## src/rtl/ysyx_040729_exe_mul_ctrl.sv

```systemverilog
// EXE-stage front end for the shared iterative multiplier: issues the op, collects the
// product halves, forms the RV64M result and holds it until writeback takes it.
//
// state | meaning
// IDLE  | ready for a new multiply op
// ISSUE | request presented to the multiplier, waiting for mul_ready
// WAIT  | multiplier busy, waiting for mul_out_valid
// HOLD  | result valid, waiting for wb_ready
module ysyx_040729_exe_mul_ctrl #(
  parameter int XLEN = 64
) (
  input  logic            clock,
  input  logic            reset,
  input  logic            op_valid,
  input  logic [2:0]      op_type,
  input  logic [XLEN-1:0] src1,
  input  logic [XLEN-1:0] src2,
  input  logic            flush,
  input  logic            wb_ready,
  output logic            op_ready,
  output logic            stall,
  output logic            res_valid,
  output logic [XLEN-1:0] res_data,
  output logic            mul_valid,
  output logic            mul_flush,
  output logic            mulw,
  output logic [1:0]      mul_signed,
  output logic [XLEN-1:0] multiplicand,
  output logic [XLEN-1:0] multiplier,
  input  logic            mul_ready,
  input  logic            mul_out_valid,
  input  logic [XLEN-1:0] result_hi,
  input  logic [XLEN-1:0] result_lo
);

  localparam logic [2:0] OP_MUL    = 3'd0;
  localparam logic [2:0] OP_MULH   = 3'd1;
  localparam logic [2:0] OP_MULHSU = 3'd2;
  localparam logic [2:0] OP_MULHU  = 3'd3;
  localparam logic [2:0] OP_MULW   = 3'd4;

  typedef enum logic [1:0] {
    S_IDLE  = 2'd0,
    S_ISSUE = 2'd1,
    S_WAIT  = 2'd2,
    S_HOLD  = 2'd3
  } state_e;

  state_e          state_q, state_d;
  logic [2:0]      op_q, op_d;
  logic [XLEN-1:0] src1_q, src1_d;
  logic [XLEN-1:0] src2_q, src2_d;
  logic [XLEN-1:0] res_q, res_d;

  logic [2:0]      op_norm;
  logic            src_zero;
  logic [XLEN-1:0] res_sel;

  // Reserved encodings collapse to MUL so every later decode sees a legal op.
  assign op_norm = (op_type > OP_MULW) ? OP_MUL : op_type;

  // A zero operand makes the product zero, so the multiplier is not needed.
  always_comb begin
    if (op_norm == OP_MULW) begin
      src_zero = (src1[31:0] == 32'd0) || (src2[31:0] == 32'd0);
    end else begin
      src_zero = (src1 == '0) || (src2 == '0);
    end
  end

  always_comb begin
    case (op_q)
      OP_MUL:  res_sel = result_lo;
      OP_MULW: res_sel = {{(XLEN-32){result_lo[31]}}, result_lo[31:0]};
      default: res_sel = result_hi;
    endcase
  end

  always_ff @(posedge clock or negedge reset) begin
    if (!reset) begin
      state_q <= S_IDLE;
      op_q    <= OP_MUL;
      src1_q  <= '0;
      src2_q  <= '0;
      res_q   <= '0;
    end else begin
      state_q <= state_d;
      op_q    <= op_d;
      src1_q  <= src1_d;
      src2_q  <= src2_d;
      res_q   <= res_d;
    end
  end

  always_comb begin
    state_d = state_q;
    op_d    = op_q;
    src1_d  = src1_q;
    src2_d  = src2_q;
    res_d   = res_q;
    if (flush) begin
      state_d = S_IDLE;
    end else begin
      case (state_q)
        S_IDLE: begin
          if (op_valid) begin
            op_d   = op_norm;
            src1_d = src1;
            src2_d = src2;
            if (src_zero) begin
              res_d   = '0;
              state_d = S_HOLD;
            end else begin
              state_d = S_ISSUE;
            end
          end
        end
        S_ISSUE: begin
          if (mul_ready) state_d = S_WAIT;
        end
        S_WAIT: begin
          if (mul_out_valid) begin
            res_d   = res_sel;
            state_d = S_HOLD;
          end
        end
        S_HOLD: begin
          if (wb_ready) state_d = S_IDLE;
        end
        default: state_d = S_IDLE;
      endcase
    end
  end

  always_comb begin
    case (op_q)
      OP_MULHSU: mul_signed = 2'b10;
      OP_MULHU:  mul_signed = 2'b00;
      default:   mul_signed = 2'b11;
    endcase
  end

  assign op_ready     = (state_q == S_IDLE);
  assign res_valid    = (state_q == S_HOLD);
  assign res_data     = res_q;
  assign mul_valid    = (state_q == S_ISSUE);
  assign mul_flush    = flush && ((state_q == S_ISSUE) || (state_q == S_WAIT));
  assign mulw         = (op_q == OP_MULW);
  assign multiplicand = src1_q;
  assign multiplier   = src2_q;

  assign stall = ((state_q == S_IDLE) && op_valid && !flush) ||
                 (state_q == S_ISSUE) || (state_q == S_WAIT) ||
                 ((state_q == S_HOLD) && !wb_ready);

endmodule

```

## config.mk

```make
export PLATFORM = sky130hd
export DESIGN_NAME = ysyx_040729_exe_mul_ctrl
export DESIGN_NICKNAME = d
export VERILOG_FILES = /design/src/rtl/ysyx_040729_exe_mul_ctrl.sv
export SDC_FILE = /design/constraint.sdc
export NUM_CORES = 1
export LEC_CHECK = 0
export BUFFER_PORTS_ARGS = -buffer_cell sky130_fd_sc_hd__buf_2
export CELL_PAD_IN_SITES_DETAIL_PLACEMENT = 1
export CELL_PAD_IN_SITES_GLOBAL_PLACEMENT = 1
export CORE_MARGIN = 2
export CORE_UTILIZATION = 25
export CTS_CLUSTER_SIZE = 16
export DETAILED_ROUTE_END_ITERATION = 10
export PLACE_DENSITY_LB_ADDON = 0.1
export SYNTH_ARGS = -nofsm -noshare
export SYNTH_HDL_FRONTEND = slang
export SYNTH_SLANG_ARGS = --single-unit
```

## constraint.sdc

```tcl
create_clock -name clock -period 6.11 [get_ports clock]
set_clock_uncertainty 0.1 [all_clocks]
set_input_delay 0.611 -clock clock [delete_from_list [all_inputs] [get_ports clock]]
set_output_delay 0.611 -clock clock [all_outputs]
set_load 0.01 [all_outputs]
```

==> flow_metrics.tcl <==
set metrics [dict create \
    power.leakage_nw 6.12 \
    post_drt_wl_per_cell_um 20.0 \
    rsz0062_at_grt "false" \
    cp.depth 8 \
    max_slew_margin_pct 32.8 \
    postCtsSetupRepairBufs 0 \
    peakVddDrop_mv 0.177 \
    place.gp.congestion 0.777 \
    grt_pass1_wl_mm 48.4 \
    cp.required_ns 6.34 \
    crit_family "simple AND/OR/NAND/NOR gates" \
    ys_types 29 \
    antenna_left 0 \
    critPathArrivalTime_ns 3.79 \
    avgViaCountPerCell 4.49 \
    critPathKind "input port to flop" \
    crit_fanout 26 \
    numCtsBuffers 17 \
    synth-seq-cells 197 \
    path_buf_inv 2 \
    initial_core_util_pct 25.5 \
    die_area_mm2 0.0370 \
    nets 1433 \
    hold_path.class "input port to async pin" \
    num_io_pins 466 \
    cp-startpoint "src1[17]" \
    syn_nets 986 \
    initialDrtViolationCount 230 \
    power_mw 5.82 \
    cts_resized 0 \
    track_usage_pct 17.6 \
    tns_ns 0 \
    slew_viol_final 0 \
    setup_viol 0 \
    endpoint_kind "flop" \
    critPathMaxStageDelay_ns 0.82 \
    final_cell_mix "buf_2 (464), dfrtp_1 (197), mux2_2 (186)" \
    critPathMostFrequentCell "nor4_1" \
    drt_wl_total_mm 32.7 \
    place.detailed.hpwl_mm 25.0 \
    die_x_um 192 \
    fin_crit_sh_pct 58.2 \
    synth_top_area_share_pct 55.6 \
    gr-total-overflow 0 \
    crit_chain "buf_2, nor4_1, nand4_1, nor4_1, a21oi_1, o211ai_4, buf_4, mux2_2" \
    cts_root_buf "clkbuf_16" \
    synth_area_mm2 0.00886 \
    portBuffers 465 \
    yosysTopAreaCell "dfrtp_1" \
    p_per_area_mw_per_mm2 475 \
    postSynthAreaPerCell_um2 12.4 \
    layout-drive-gt1-share_pct 59.3 \
    die_h_um 192 \
    grt_pass1_vias 8031 \
    synth.area.top_cells "dfrtp_1 (56%), mux2_2 (24%), nand2_1 (3.0%), a21boi_0 (2.8%), nand2b_1 (2.5%)" \
    status "finished, final reports clean" \
    max_freq_mhz 281 \
    clock-sinks 197 \
    h-tree-depth 4 \
    dr.pass1.iters 4 \
    drc 0 \
    yosysSeqAreaShare_pct 55.6 \
    hold_viol 0 \
    via_count 7343 \
    cts_tree "yes" \
    clock_path_buffers 2 \
    crit_end "res_data[13]" \
    syn2layout_area_growth_pct 38.2 \
    layout_commonest_cell "buf_2" \
    syn_inst 716 \
    layout_min_cycle_time_ns 3.56 \
    rrSetupSlack_ns 3.04 \
    yosysWarnings 0 \
    ctsHoldBuffers 0 \
    reg2reg_depth 6 \
    reg2reg_to "multiplicand[58]" \
    rows 68 \
    cp_slowest_cell "o211ai_4" \
    r2r-start "state_q[0]" \
    antenna_found_initial 14 \
    drv.max_cap_violation_count 0 \
    worst_slew_pin_slew_ns 1.01 \
    grt_max_degree 117 \
    clock_latency_ns 0.45 \
    core_area_mm2 0.0347 \
    clkTransAtPathRegs_ns 0.07 \
    cp-start-kind "input port" \
]
## state kept, by name, summed over array words and instances, names as in the netlist
| signal | cells |
|---|---|
| op_q | 3 |
| multiplicand | 64 |
| state_q | 2 |
| res_data | 64 |
| multiplier | 64 |
## metal layers
metal / track usage, % / share of wire, % / wire [um]
met1: 19.2 / 38 / 12500
met2: 30.6 / 50 / 16400
met3: 7.58 / 9.9 / 3240
met4: 5.46 / 1.4 / 471
met5: 0 / 0.26 / 86
## cell type report
class / count / area, um2
antenna: 6 / 15.0
clock buffer: 18 / 439
clock inverter: 14 / 141
fill: 3974 / 22500
inverter: 4 / 15.0
multi-input combinational: 469 / 3720
sequential: 197 / 4930
tap: 455 / 569
timing repair buffer: 474 / 2420
## per-stage QoR
stage / hold WS [ns] / setup slack (ns) / cell area (um2) / utilization [%] / instances
after floorplan: 0.215 / 3.60 / 8860 / - / 716
after global placement: 0.367 / 2.00 / 11600 / 33.6 / 1599
after detailed placement: 0.374 / 1.92 / 11600 / 33.6 / 1599
after CTS: 0.113 / 2.40 / 12200 / 35.2 / 1631
after global routing: 0.115 / 2.30 / 12200 / 35.3 / 1636
final: 0.0878 / 2.55 / 12200 / 35.3 / 1637
## cells by family (layout without fill, tap and decap cells)
group / after synthesis / count (layout) / synth area share [%]
flip-flops: 197 / 197 / 55.6
buffers and inverters: 50 / 510 / 2.57
XOR/XNOR: 1 / 1 / 0.0988
adder cells (fa/ha/maj): 4 / 4 / 0.565
other: 0 / 6 / 0
AND/OR/NAND/NOR: 165 / 165 / 9.46
multiplexers: 192 / 192 / 24.4
AO/OA/AOI/OAI: 107 / 107 / 7.29
## Yosys cell counts, drive strengths merged
cell type    n
dfrtp      197
mux2       192
nand2       70
clkbuf      38
nand2b      35
o21ai       35
a21oi       34
a21boi      33
nor4        33
buf          8
nand4        8
nor2         8
ha           4
inv          4
nor3         3
and2         2
nand3b       2
nor2b        2
a211o        1
a211oi       1
nand4b       1
o2111ai      1
o211ai       1
o22ai        1
or2          1
xnor2        1
## where the power goes
| part | switching [mW] | internal (mW) | total (mW) |
|---|---|---|---|
| sequential | 0.288 | 1.88 | 2.17 |
| clock | 0.557 | 0.585 | 1.14 |
| combinational | 1.38 | 1.13 | 2.51 |
## worst min-delay path by stage
stage          cells past startpoint   startpoint  slack [ns]               to
2_1_floorplan                      0        reset        0.22  multiplicand[0]
3_3_place_gp                       1  res_data[6]        0.37      res_data[6]
3_5_place_dp                       1  res_data[6]        0.37      res_data[6]
4_1_cts                            1        reset        0.11     res_data[40]
5_1_grt                            1        reset        0.11     res_data[36]
6_report                           1        reset        0.09     res_data[36]
Note: power is estimated with default switching activity, not from simulation.
